==> src/rtl/tx_frame_sequencer_if.sv <==
// Request, payload byte stream and serial bit stream of the TX frame sequencer.
// The sequencer takes the slave side; the frame source and bit sink take the master side.
interface tx_frame_sequencer_if;
  logic        iStart;
  logic [3:0]  iRate;
  logic [11:0] iLength;
  logic [7:0]  iByte;
  logic        iByteValid;
  logic        oByteReady;
  logic        oData;
  logic        oValid;
  logic        iReady;
  logic [2:0]  oSeg;
  logic        oScrEN;
  logic [3:0]  oRate;
  logic        oRateLoad;
  logic        oBusy;
  logic        oDone;
  logic        oErr;

  modport master (
    output iStart, iRate, iLength, iByte, iByteValid, iReady,
    input  oByteReady, oData, oValid, oSeg, oScrEN, oRate, oRateLoad, oBusy, oDone, oErr
  );

  modport slave (
    input  iStart, iRate, iLength, iByte, iByteValid, iReady,
    output oByteReady, oData, oValid, oSeg, oScrEN, oRate, oRateLoad, oBusy, oDone, oErr
  );
endinterface

==> src/rtl/tx_frame_sequencer.sv <==
// 802.11a transmit frame sequencer: serialises preamble, SIGNAL, SERVICE, PSDU, TAIL and PAD
// and strobes segment/scramble/rate-load controls for the downstream coding chain.
module tx_frame_sequencer #(
  parameter logic [11:0] HEADER  = 12'hFFF,
  parameter int          PRE_LEN = 12
) (
  input  logic            iClk,
  input  logic            iRst,
  tx_frame_sequencer_if.slave bus
);

  typedef enum logic [3:0] {
    S_IDLE, S_PRE, S_SIG, S_RLOAD, S_SERV, S_DATA, S_TAIL, S_PAD, S_DONE
  } state_t;

  localparam logic [14:0] PRE_LAST = 15'(PRE_LEN - 1);

  state_t      state_q, state_d;
  logic [3:0]  rate_q;
  logic [11:0] len_q;
  logic [14:0] bit_cnt_q;
  logic [7:0]  sym_q;
  logic [11:0] accepted_q;
  logic [7:0]  hold_q, shift_q;
  logic        hold_full_q, shift_full_q;
  logic [2:0]  bit_in_byte_q;
  logic        err_q;

  logic        valid, xfer, scr, data_bit;
  logic [2:0]  seg;
  logic        req_ok, rate_ok, sym_wrap, byte_ready, byte_take, load_shift, start_ok;
  logic [7:0]  sym_last;
  logic [14:0] data_last;
  logic [3:0]  pre_idx;
  logic [23:0] sig_word;

  // Only the eight legal RATE codes are accepted; they are exactly the codes with R4=1.
  always_comb begin
    rate_ok = 1'b0;
    case (bus.iRate)
      4'b1101, 4'b1111, 4'b0101, 4'b0111,
      4'b1001, 4'b1011, 4'b0001, 4'b0011: rate_ok = 1'b1;
      default: rate_ok = 1'b0;
    endcase
  end

  always_comb begin
    sym_last = 8'd23;
    case (rate_q)
      4'b1101: sym_last = 8'd23;
      4'b1111: sym_last = 8'd35;
      4'b0101: sym_last = 8'd47;
      4'b0111: sym_last = 8'd71;
      4'b1001: sym_last = 8'd95;
      4'b1011: sym_last = 8'd143;
      4'b0001: sym_last = 8'd191;
      4'b0011: sym_last = 8'd215;
      default: sym_last = 8'd23;
    endcase
  end

  assign req_ok    = rate_ok && (bus.iLength != 12'd0);
  assign start_ok  = (state_q == S_IDLE) && bus.iStart && req_ok;
  assign sym_wrap  = (sym_q == sym_last);
  assign data_last = {len_q, 3'b000} - 15'd1;
  assign pre_idx   = 4'(PRE_LEN - 1) - bit_cnt_q[3:0];
  assign sig_word  = {6'b0, ^{len_q, rate_q}, len_q, 1'b0,
                      rate_q[0], rate_q[1], rate_q[2], rate_q[3]};

  // Output decode first, then next state, so the transfer strobe is settled before use.
  always_comb begin
    state_d  = state_q;
    valid    = 1'b0;
    seg      = 3'd0;
    scr      = 1'b0;
    data_bit = 1'b0;
    case (state_q)
      S_PRE:   begin valid = 1'b1; seg = 3'd1; data_bit = HEADER[pre_idx]; end
      S_SIG:   begin valid = 1'b1; seg = 3'd2; data_bit = sig_word[bit_cnt_q[4:0]]; end
      S_RLOAD: seg = 3'd3;
      S_SERV:  begin valid = 1'b1; seg = 3'd3; scr = 1'b1; end
      S_DATA:  begin valid = shift_full_q; seg = 3'd4; scr = 1'b1; data_bit = shift_q[0]; end
      S_TAIL:  begin valid = 1'b1; seg = 3'd5; end
      S_PAD:   begin valid = 1'b1; seg = 3'd6; scr = 1'b1; end
      default: ;
    endcase
    xfer = valid && bus.iReady;
    case (state_q)
      S_IDLE:  if (start_ok) state_d = S_PRE;
      S_PRE:   if (xfer && bit_cnt_q == PRE_LAST) state_d = S_SIG;
      S_SIG:   if (xfer && bit_cnt_q == 15'd23) state_d = S_RLOAD;
      S_RLOAD: state_d = S_SERV;
      S_SERV:  if (xfer && bit_cnt_q == 15'd15) state_d = S_DATA;
      S_DATA:  if (xfer && bit_cnt_q == data_last) state_d = S_TAIL;
      S_TAIL:  if (xfer && bit_cnt_q == 15'd5) state_d = sym_wrap ? S_DONE : S_PAD;
      S_PAD:   if (xfer && sym_wrap) state_d = S_DONE;
      S_DONE:  state_d = S_IDLE;
      default: state_d = S_IDLE;
    endcase
  end

  always_ff @(posedge iClk or posedge iRst) begin
    if (iRst) state_q <= S_IDLE;
    else      state_q <= state_d;
  end

  assign byte_ready = ((state_q == S_RLOAD) || (state_q == S_SERV) || (state_q == S_DATA))
                      && !hold_full_q && (accepted_q < len_q);
  assign byte_take  = byte_ready && bus.iByteValid;
  assign load_shift = hold_full_q &&
                      (!shift_full_q || (xfer && state_q == S_DATA && bit_in_byte_q == 3'd7));

  // Counters advance only on a transfer; the bit counter restarts at every segment change.
  always_ff @(posedge iClk or posedge iRst) begin
    if (iRst) begin
      rate_q        <= '0;
      len_q         <= '0;
      bit_cnt_q     <= '0;
      sym_q         <= '0;
      accepted_q    <= '0;
      hold_q        <= '0;
      shift_q       <= '0;
      hold_full_q   <= 1'b0;
      shift_full_q  <= 1'b0;
      bit_in_byte_q <= '0;
      err_q         <= 1'b0;
    end else begin
      err_q <= (state_q == S_IDLE) && bus.iStart && !req_ok;
      if (start_ok) begin
        rate_q        <= bus.iRate;
        len_q         <= bus.iLength;
        bit_cnt_q     <= '0;
        sym_q         <= '0;
        accepted_q    <= '0;
        hold_full_q   <= 1'b0;
        shift_full_q  <= 1'b0;
        bit_in_byte_q <= '0;
      end else begin
        if (state_d != state_q) bit_cnt_q <= '0;
        else if (xfer)          bit_cnt_q <= bit_cnt_q + 15'd1;

        if (state_q == S_RLOAD)
          sym_q <= '0;
        else if (xfer && (state_q == S_SERV || state_q == S_DATA ||
                          state_q == S_TAIL || state_q == S_PAD))
          sym_q <= sym_wrap ? 8'd0 : sym_q + 8'd1;

        if (byte_take) begin
          hold_q      <= bus.iByte;
          hold_full_q <= 1'b1;
          accepted_q  <= accepted_q + 12'd1;
        end

        if (load_shift) begin
          shift_q       <= hold_q;
          shift_full_q  <= 1'b1;
          hold_full_q   <= 1'b0;
          bit_in_byte_q <= '0;
        end else if (xfer && state_q == S_DATA) begin
          shift_q       <= shift_q >> 1;
          bit_in_byte_q <= bit_in_byte_q + 3'd1;
          if (bit_in_byte_q == 3'd7) shift_full_q <= 1'b0;
        end
      end
    end
  end

  assign bus.oByteReady = byte_ready;
  assign bus.oData      = data_bit;
  assign bus.oValid     = valid;
  assign bus.oSeg       = seg;
  assign bus.oScrEN     = scr;
  assign bus.oRate      = rate_q;
  assign bus.oRateLoad  = (state_q == S_RLOAD);
  assign bus.oBusy      = (state_q != S_IDLE);
  assign bus.oDone      = (state_q == S_DONE);
  assign bus.oErr       = err_q;

endmodule

==> src/flat_wrapper.sv <==
// flat-port wrapper written by rule: the top's interface ports become plain ports
module tx_frame_sequencer_flat 
#(
  parameter logic [11:0] HEADER  = 12'hFFF,
  parameter int          PRE_LEN = 12
)
  (iClk, iRst, bus_iStart, bus_iRate, bus_iLength, bus_iByte, bus_iByteValid, bus_iReady, bus_oByteReady, bus_oData, bus_oValid, bus_oSeg, bus_oScrEN, bus_oRate, bus_oRateLoad, bus_oBusy, bus_oDone, bus_oErr);
  tx_frame_sequencer_if bus_i ();
  input  logic iClk;
  input  logic iRst;
  input wire logic [$bits(bus_i.iStart)-1:0] bus_iStart;
  input wire logic [$bits(bus_i.iRate)-1:0] bus_iRate;
  input wire logic [$bits(bus_i.iLength)-1:0] bus_iLength;
  input wire logic [$bits(bus_i.iByte)-1:0] bus_iByte;
  input wire logic [$bits(bus_i.iByteValid)-1:0] bus_iByteValid;
  input wire logic [$bits(bus_i.iReady)-1:0] bus_iReady;
  output wire logic [$bits(bus_i.oByteReady)-1:0] bus_oByteReady;
  output wire logic [$bits(bus_i.oData)-1:0] bus_oData;
  output wire logic [$bits(bus_i.oValid)-1:0] bus_oValid;
  output wire logic [$bits(bus_i.oSeg)-1:0] bus_oSeg;
  output wire logic [$bits(bus_i.oScrEN)-1:0] bus_oScrEN;
  output wire logic [$bits(bus_i.oRate)-1:0] bus_oRate;
  output wire logic [$bits(bus_i.oRateLoad)-1:0] bus_oRateLoad;
  output wire logic [$bits(bus_i.oBusy)-1:0] bus_oBusy;
  output wire logic [$bits(bus_i.oDone)-1:0] bus_oDone;
  output wire logic [$bits(bus_i.oErr)-1:0] bus_oErr;
  assign bus_i.iStart = bus_iStart;
  assign bus_i.iRate = bus_iRate;
  assign bus_i.iLength = bus_iLength;
  assign bus_i.iByte = bus_iByte;
  assign bus_i.iByteValid = bus_iByteValid;
  assign bus_i.iReady = bus_iReady;
  assign bus_oByteReady = bus_i.oByteReady;
  assign bus_oData = bus_i.oData;
  assign bus_oValid = bus_i.oValid;
  assign bus_oSeg = bus_i.oSeg;
  assign bus_oScrEN = bus_i.oScrEN;
  assign bus_oRate = bus_i.oRate;
  assign bus_oRateLoad = bus_i.oRateLoad;
  assign bus_oBusy = bus_i.oBusy;
  assign bus_oDone = bus_i.oDone;
  assign bus_oErr = bus_i.oErr;
  tx_frame_sequencer #(.HEADER(HEADER), .PRE_LEN(PRE_LEN)) u_core (.iClk(iClk), .iRst(iRst), .bus(bus_i));
endmodule
==> config.mk <==
export PLATFORM = sky130hd
export DESIGN_NAME = tx_frame_sequencer_flat
export DESIGN_NICKNAME = d
export VERILOG_FILES = /design/src/rtl/tx_frame_sequencer_if.sv /design/src/rtl/tx_frame_sequencer.sv /design/src/flat_wrapper.sv
export SDC_FILE = /design/constraint.sdc
export NUM_CORES = 1
export LEC_CHECK = 0
export BUFFER_PORTS_ARGS = -buffer_cell sky130_fd_sc_hd__buf_4
export CORE_MARGIN = 3
export CORE_UTILIZATION = 55
export DETAILED_ROUTE_END_ITERATION = 16
export PLACE_DENSITY_LB_ADDON = 0.2
export SLEW_MARGIN = 10
export SYNTH_ARGS = -nofsm -noshare
export SYNTH_HDL_FRONTEND = slang
export SYNTH_SLANG_ARGS = --single-unit
==> constraint.sdc <==
create_clock -name iClk -period 2.6 [get_ports iClk]
set_input_delay 0.13 -clock iClk [delete_from_list [all_inputs] [get_ports iClk]]
set_output_delay 0.13 -clock iClk [all_outputs]
set_load 0.005 [all_outputs]
==> flow_metrics.tcl, run 1 <==
set metrics [dict create \
    status "complete, no violations" \
    fmax_mhz 398 \
    setup_slack_ns 0.0864 \
    drv_slew 0 \
    slowest_delay_ns 0.58 \
    synthArstFlopShare_pct 100 \
    worstSkewPairLatency_ns 0.36 \
    post-route-period-util_pct 96.7 \
    critPathTopFamily "simple AND/OR/NAND/NOR gates" \
    r2r_start "u_core.len_q[6]" \
    first_iter_violations 220 \
    grt_use_total_pct 25.9 \
    fin_crit_ns 2.51 \
    grt_pass1_wl_um 21000 \
    r2r-end "u_core.hold_q[0]" \
    ios 44 \
    worstSetupPathType "input port to register" \
    syn_inst 547 \
    routed_wl_um 12700 \
    grt_pass1_vias 4150 \
    place_ws_ns 0.0699 \
    synthesis.nets 604 \
    yosys.area.top_type "dfrtp_1" \
    core_area_sq_um 8810 \
    cp.arrival_ns 2.80 \
    h-tree-depth 3 \
    detailed_place_hpwl_um 9110 \
    power.density_nw_per_um2 481 \
    diodes 0 \
    end_kind "register" \
    worstSetupStartpoint "bus_iLength[2]" \
    skew_ns 0.0107 \
    area_growth_pct 23.1 \
    synth.distinct_cells 67 \
    synthTopCellsByArea "dfrtp_1, ha_1, xnor2_1, nand2_1, nor2_1" \
    portBuffers 43 \
    synthTopCellsByCount "dfrtp_1, nand2_1, nor2_1, xnor2_1, o21ai_0" \
    start_util_pct 57.0 \
    die_h_um 102 \
    grt-ovfl-total 0 \
    via_per_inst 5.81 \
    start_kind "input port" \
    antenna_left 0 \
    r2r_setup_slack_ns 0.10 \
    crit_end "u_core.bit_cnt_q[1]" \
    vdd.ir_drop.worst_mv 0.289 \
    crit_required_ns 2.88 \
    nNetsFinal 692 \
    synth_edf_count 0 \
    avgSynthCellArea_sq_um 9.18 \
    slew_headroom_pct 56.8 \
    numClockSinks 77 \
    cap_violations 0 \
    ys_ff_latch 77 \
    worst_r2r_path_depth 10 \
    die_area_sq_um 10300 \
    critical-path-slowest-cell "or4_1" \
    placed_cell_area_sq_um 5620 \
    cts_root_buf "clkbuf_8" \
    firstDrtPassIters 6 \
    cts_tree "yes" \
    num-fill-cells 674 \
    die_w_um 102 \
    critical_path.cell_chain "dlygate4sd3_1 > buf_4 > or4_1 > o31ai_4 > nor2_2 > or3_1 > a31oi_1 > o21ai_2 > buf_12 > nor3_1" \
    vias 4347 \
    hold_violations 0 \
    worstPathMaxFanout 15 \
    synth_ff_type "dfrtp_1" \
    power.leakage_nw 2.82 \
    antenna_found_initial 0 \
    synth_warnings 0 \
    layout-drive-gt1-share_pct 22.5 \
    num_rows 34 \
    globalplace.congestion 0.837 \
    worst-path-stages 10 \
    cts_buffer_depth 2 \
    wl_per_cell_um 17.0 \
    cts_buffers 9 \
    hp-class "input port to register" \
    whs_ns 0.0332 \
    setup_viol 0 \
    yosysSeqAreaShare_pct 38.4 \
    synth_top_area_share_pct 38.4 \
    drc 0 \
    final_cell_area_sq_um 6180 \
    syn_area_sq_um 5020 \
    clk_pin_slew_worst_paths_ns 0.10 \
    path_buf_inv 3 \
    grt_max_degree 49 \
    holdPathStages 3 \
    synthMostInstantiatedCell "dfrtp_1" \
    worst_pin_slew_ns 0.647 \
]
==> timing repair <==
action,4_1_cts,5_1_grt
setup buffers,3,6
gates resized for setup,3,23
hold buffers,20,0
endpoints found under the hold margin,48,0
pin swaps,1,6
endpoints found under the setup margin,2,27
==> flip-flops by register name, indices dropped and copies added, names as in the netlist <==
register and flops:
u_core.shift_q 8, u_core.state_q 4, u_core.hold_full_q 1, u_core.sym_q 8, u_core.bit_in_byte_q 3, u_core.accepted_q 12
u_core.bit_cnt_q 15, u_core.shift_full_q 1, u_core.bus.oErr 1, u_core.hold_q 8, u_core.bus.oRate 4, u_core.len_q 12
==> tightest hold or removal path: cells and delay by family <==
| kind | cells | cell delay, ns |
|---|---|---|
| AO/OA/AOI/OAI | 1 | 0.09 |
| buffers and inverters | 1 | 0.08 |
| AND/OR/NAND/NOR | 1 | 0.05 |
==> logic make-up (layout without fill, tap and decap cells) <==
logic type | after synthesis | after routing | synth area share [%]
compound gates | 95 | 95 | 12.9
xor+xnor | 53 | 53 | 9.24
fa+ha+maj | 28 | 28 | 6.98
buf+inv | 47 | 140 | 3.89
flops | 77 | 77 | 38.4
mux | 27 | 27 | 6.60
simple gates | 220 | 220 | 22.0
==> cell type report <==
cell class              count  area [sq um]  share of cell area [%]
multi-input cells         423          2990                    48.3
well taps                 108           135                    2.19
clock inverters             7          75.1                    1.21
inverters                  26           100                    1.62
clock buffers               9           124                    2.00
repair buffers             98           823                    13.3
flip-flops and latches     77          1930                    31.3
==> power breakdown <==
| part | internal [W] | switching (W) | leakage (nW) |
|---|---|---|---|
| combinational | 0.000322 | 0.000350 | 1.76 |
| sequential | 0.00128 | 0.000104 | 0.958 |
| clock | 0.000381 | 0.000538 | 0.0990 |
==> stage by stage <==
stage	utilization (%)	power, W	TNS (ns)	cells
2_1_floorplan	-	0.00182	0	547
3_3_place_gp	63.8	0.00202	0	703
3_5_place_dp	63.8	0.00204	0	703
4_1_cts	68.6	0.00299	0	742
5_1_grt	70.2	0.00314	-0.0369	748
6_report	70.2	0.00297	0	748
==> how the worst min path moves through the flow <==
stage                          startpoint                  end  slack (ns)
after floorplan              bus_iRate[2]  u_core.bus.oRate[2]        0.24
after global placement               iRst     u_core.hold_q[7]        0.26
after detailed placement             iRst     u_core.hold_q[7]        0.27
after CTS                  bus_iLength[0]      u_core.len_q[0]        0.01
after global routing         bus_iRate[1]  u_core.bus.oRate[1]        0.02
final                     bus_iLength[11]     u_core.len_q[11]        0.03
==> metal layers <==
metal,share of wire [%],track usage [%]
met1,45,36.8
met2,48,40.2
met3,5.5,4.55
met4,1.5,8.28
met5,0,0
==> cell usage in the layout (no fill, tap or decap), drive strengths merged, types with 9 or more instances in the layout <==
master,count
buf,78
dfrtp,77
nand2,63
nor2,51
o21ai,37
xnor2,36
inv,30
ha,28
dlygate4sd3,20
a21oi,18
xor2,17
nand3,16
mux2i,14
nor3,14
nand4,13
nand2b,11
mux2,9
or3,9
clkbuf,9
(Power assumes the default switching activity.)
==> run 2: changes to the inputs <==
ABC_AREA = 1   (was unset)
==> run 2 against run 1 <==
Effect of this change:
- clock-buffer cell count is 1 higher
- wire length grew 4.3%
- largest power group unchanged
- register-to-register slack better by 0.16 ns
- final area is 1.9% higher
- die area rose by 6.5%
- worst hold slack lost 0.0063 ns
- power increased by 35%
- clock power decreased by 2.7%
- clock skew increased by 0.0015 ns
==> flow_metrics.tcl, run 2 <==
set metrics [dict create \
    diodes 0 \
    h-tree-depth 3 \
    cap_violations 0 \
    synth_warnings 0 \
    core_area_sq_um 9370 \
    antenna_left 0 \
    critical-path-slowest-cell "dfrtp_1" \
    dr_wl_met2_um 6100 \
    hp-class "input port to register" \
    grt_use_total_pct 25.5 \
    routed_wl_um 13300 \
    setup_viol 0 \
    cts_tree "yes" \
    post-route-period-util_pct 94.2 \
    slew_headroom_pct 53.0 \
    power.density_nw_per_um2 639 \
    place_ws_ns 0.0746 \
    largest_register_ffs 15 \
    num_rows 35 \
    die_h_um 105 \
    worstSetupPathType "register to primary output" \
    synthMostInstantiatedCell "nand2_1" \
    cts_buffer_depth 2 \
    cts_root_buf "clkbuf_8" \
    end_kind "primary output" \
    grt_pass1_vias 4731 \
    largestRegisters "u_core.bit_cnt_q: 15 flops, u_core.accepted_q: 12 flops, u_core.len_q: 12 flops" \
    synth_top_area_share_pct 35.9 \
    layout-drive-gt1-share_pct 14.0 \
    mostFrequentLayoutCell "nand2_1" \
    postLayoutCoreUtil_pct 67.2 \
    critical_path.cell_chain "inv_2 > ha_1 > xnor2_1 > xnor2_1 > xnor2_1 > a21oi_1 > o21ai_1 > nand3_1 > nand2_1 > nand2_1 > nand2_1 > buf_4" \
    vias 5036 \
    ys_ff_latch 77 \
    cts_buffers 9 \
    syn_area_sq_um 5370 \
    rsz0062_at_grt "yes" \
    globalplace.congestion 0.927 \
    synth_ff_type "dfrtp_1" \
    synth.distinct_cells 35 \
    ios 44 \
    vdd.ir_drop.worst_mv 0.505 \
    skew_ns 0.0122 \
    portBuffers 43 \
    placed_cell_area_sq_um 5830 \
    cp.arrival_ns 2.32 \
    firstDrtPassIters 5 \
    final_cell_area_sq_um 6300 \
    wl_met1_um 6300 \
    fmax_mhz 408 \
    drc 0 \
    synth_edf_count 0 \
    nNetsFinal 881 \
    grt-ovfl-total 0 \
    start_kind "register" \
    setup_slack_ns 0.151 \
    power.leakage_nw 3.15 \
    critPathTopFamily "XOR/XNOR gates" \
    hold_violations 0 \
    crit_required_ns 2.47 \
    top_layer "met4" \
    avgSynthCellArea_sq_um 7.09 \
    synthTopCellsByCount "nand2_1, inv_1, nor2_1, dfrtp_1, nand3_1" \
    fin_crit_ns 2.45 \
    first_iter_violations 295 \
    grt_max_degree 46 \
    wl_met3_um 698 \
    worstSkewPairLatency_ns 0.37 \
    start_util_pct 57.3 \
    detailed_place_hpwl_um 9930 \
    synthTopCellsByArea "dfrtp_1, nand2_1, nand3_1, ha_1, inv_1" \
    die_area_sq_um 11000 \
    worst_pin_slew_ns 0.704 \
    worstPathMaxFanout 7 \
    numClockSinks 77 \
    yosys.area.top_type "dfrtp_1" \
    synthArstFlopShare_pct 100 \
    drv_slew 0 \
    status "complete, no violations" \
    multi_input_comb_area_sq_um 3040 \
    final_cell_mix "nand2_1, inv_1, nor2_1" \
    syn_inst 757 \
    yosysSeqAreaShare_pct 35.9 \
    whs_ns 0.0269 \
    die_w_um 105 \
    num-fill-cells 820 \
    slowest_delay_ns 0.42 \
    antenna_found_initial 0 \
    max_flop_register "u_core.bit_cnt_q" \
    via_per_inst 5.26 \
    path_buf_inv 2 \
    synthesis.nets 814 \
    grt_pass1_wl_um 22900 \
    regArea_sq_um 1930 \
    clk_pin_slew_worst_paths_ns 0.09 \
    wl_per_cell_um 13.9 \
    area_growth_pct 17.3 \
]
==> run 2: power by group <==
part	internal (W)	switching (W)	leakage (nW)
registers	0.00141	0.000221	0.924
clock network	0.000388	0.000507	0.0956
logic	0.000603	0.000894	2.13
total	0.00240	0.00162	3.15
==> run 2: area by class of cell <==
cell class | count | area share (%)
Sequential cell | 77 | 30.7
Clock inverter | 6 | 0.795
Multi-Input combinational cell | 565 | 48.3
Timing Repair Buffer | 73 | 9.54
Inverter | 98 | 5.94
Tap cell | 129 | 2.56
Clock buffer | 10 | 2.19
==> run 2: cells by family (layout without fill, tap and decap cells) <==
group	Yosys count	after routing	share of synthesized area, %
compound gates	94	94	9.30
xor+xnor	37	37	6.03
fa+ha+maj	28	28	6.52
buf+inv	115	187	8.57
flops	77	77	35.9
simple gates	406	406	33.7
==> run 2: tightest hold or removal path, stage by stage <==
cell and delay (ns):
buf_4 0.09, nand2_1 0.06, o21ai_0 0.07
==> run 2: repair_timing <==
| item | 4_1_cts | 5_1_grt |
|---|---|---|
| endpoints found under the setup margin | 1 | 28 |
| hold buffers | 16 | 0 |
| endpoints found under the hold margin | 47 | 0 |
| pin swaps | 0 | 2 |
| resized for setup | 0 | 22 |
| buffers inserted | 1 | 5 |
==> run 2: through the flow <==
step / std cells / total power (W) / TNS (ns)
final: 958 / 0.00402 / 0
after global routing: 958 / 0.00436 / -0.0582
after CTS: 953 / 0.00398 / 0
after detailed placement: 920 / 0.00305 / 0
after global placement: 920 / 0.00301 / 0
after floorplan: 757 / 0.00268 / 0
==> run 2: path summary, 6_finish.rpt <==
check	start	endpoint	slack, ns	cells past startpoint
worst min register to register	u_core.hold_q[3]	u_core.hold_q[3]	0.48	2
max in group asynchronous	iRst	u_core.bus.oRate[0]	1.47	4
worst min-delay path	bus_iLength[8]	u_core.len_q[8]	0.03	3
min in group asynchronous	iRst	u_core.hold_q[6]	0.44	3
worst max register to register	u_core.state_q[3]	u_core.shift_q[6]	0.26	13
worst max-delay path	u_core.len_q[8]	bus_oData	0.15	12
==> run 2: metal layers <==
| metal | track usage (%) | vias up |
|---|---|---|
| met5 | 0 | - |
| met4 | 5.25 | 0 |
| met3 | 5.68 | 16 |
| met2 | 39.2 | 136 |
| met1 | 36.9 | 2308 |
| li1 | - | 2576 |
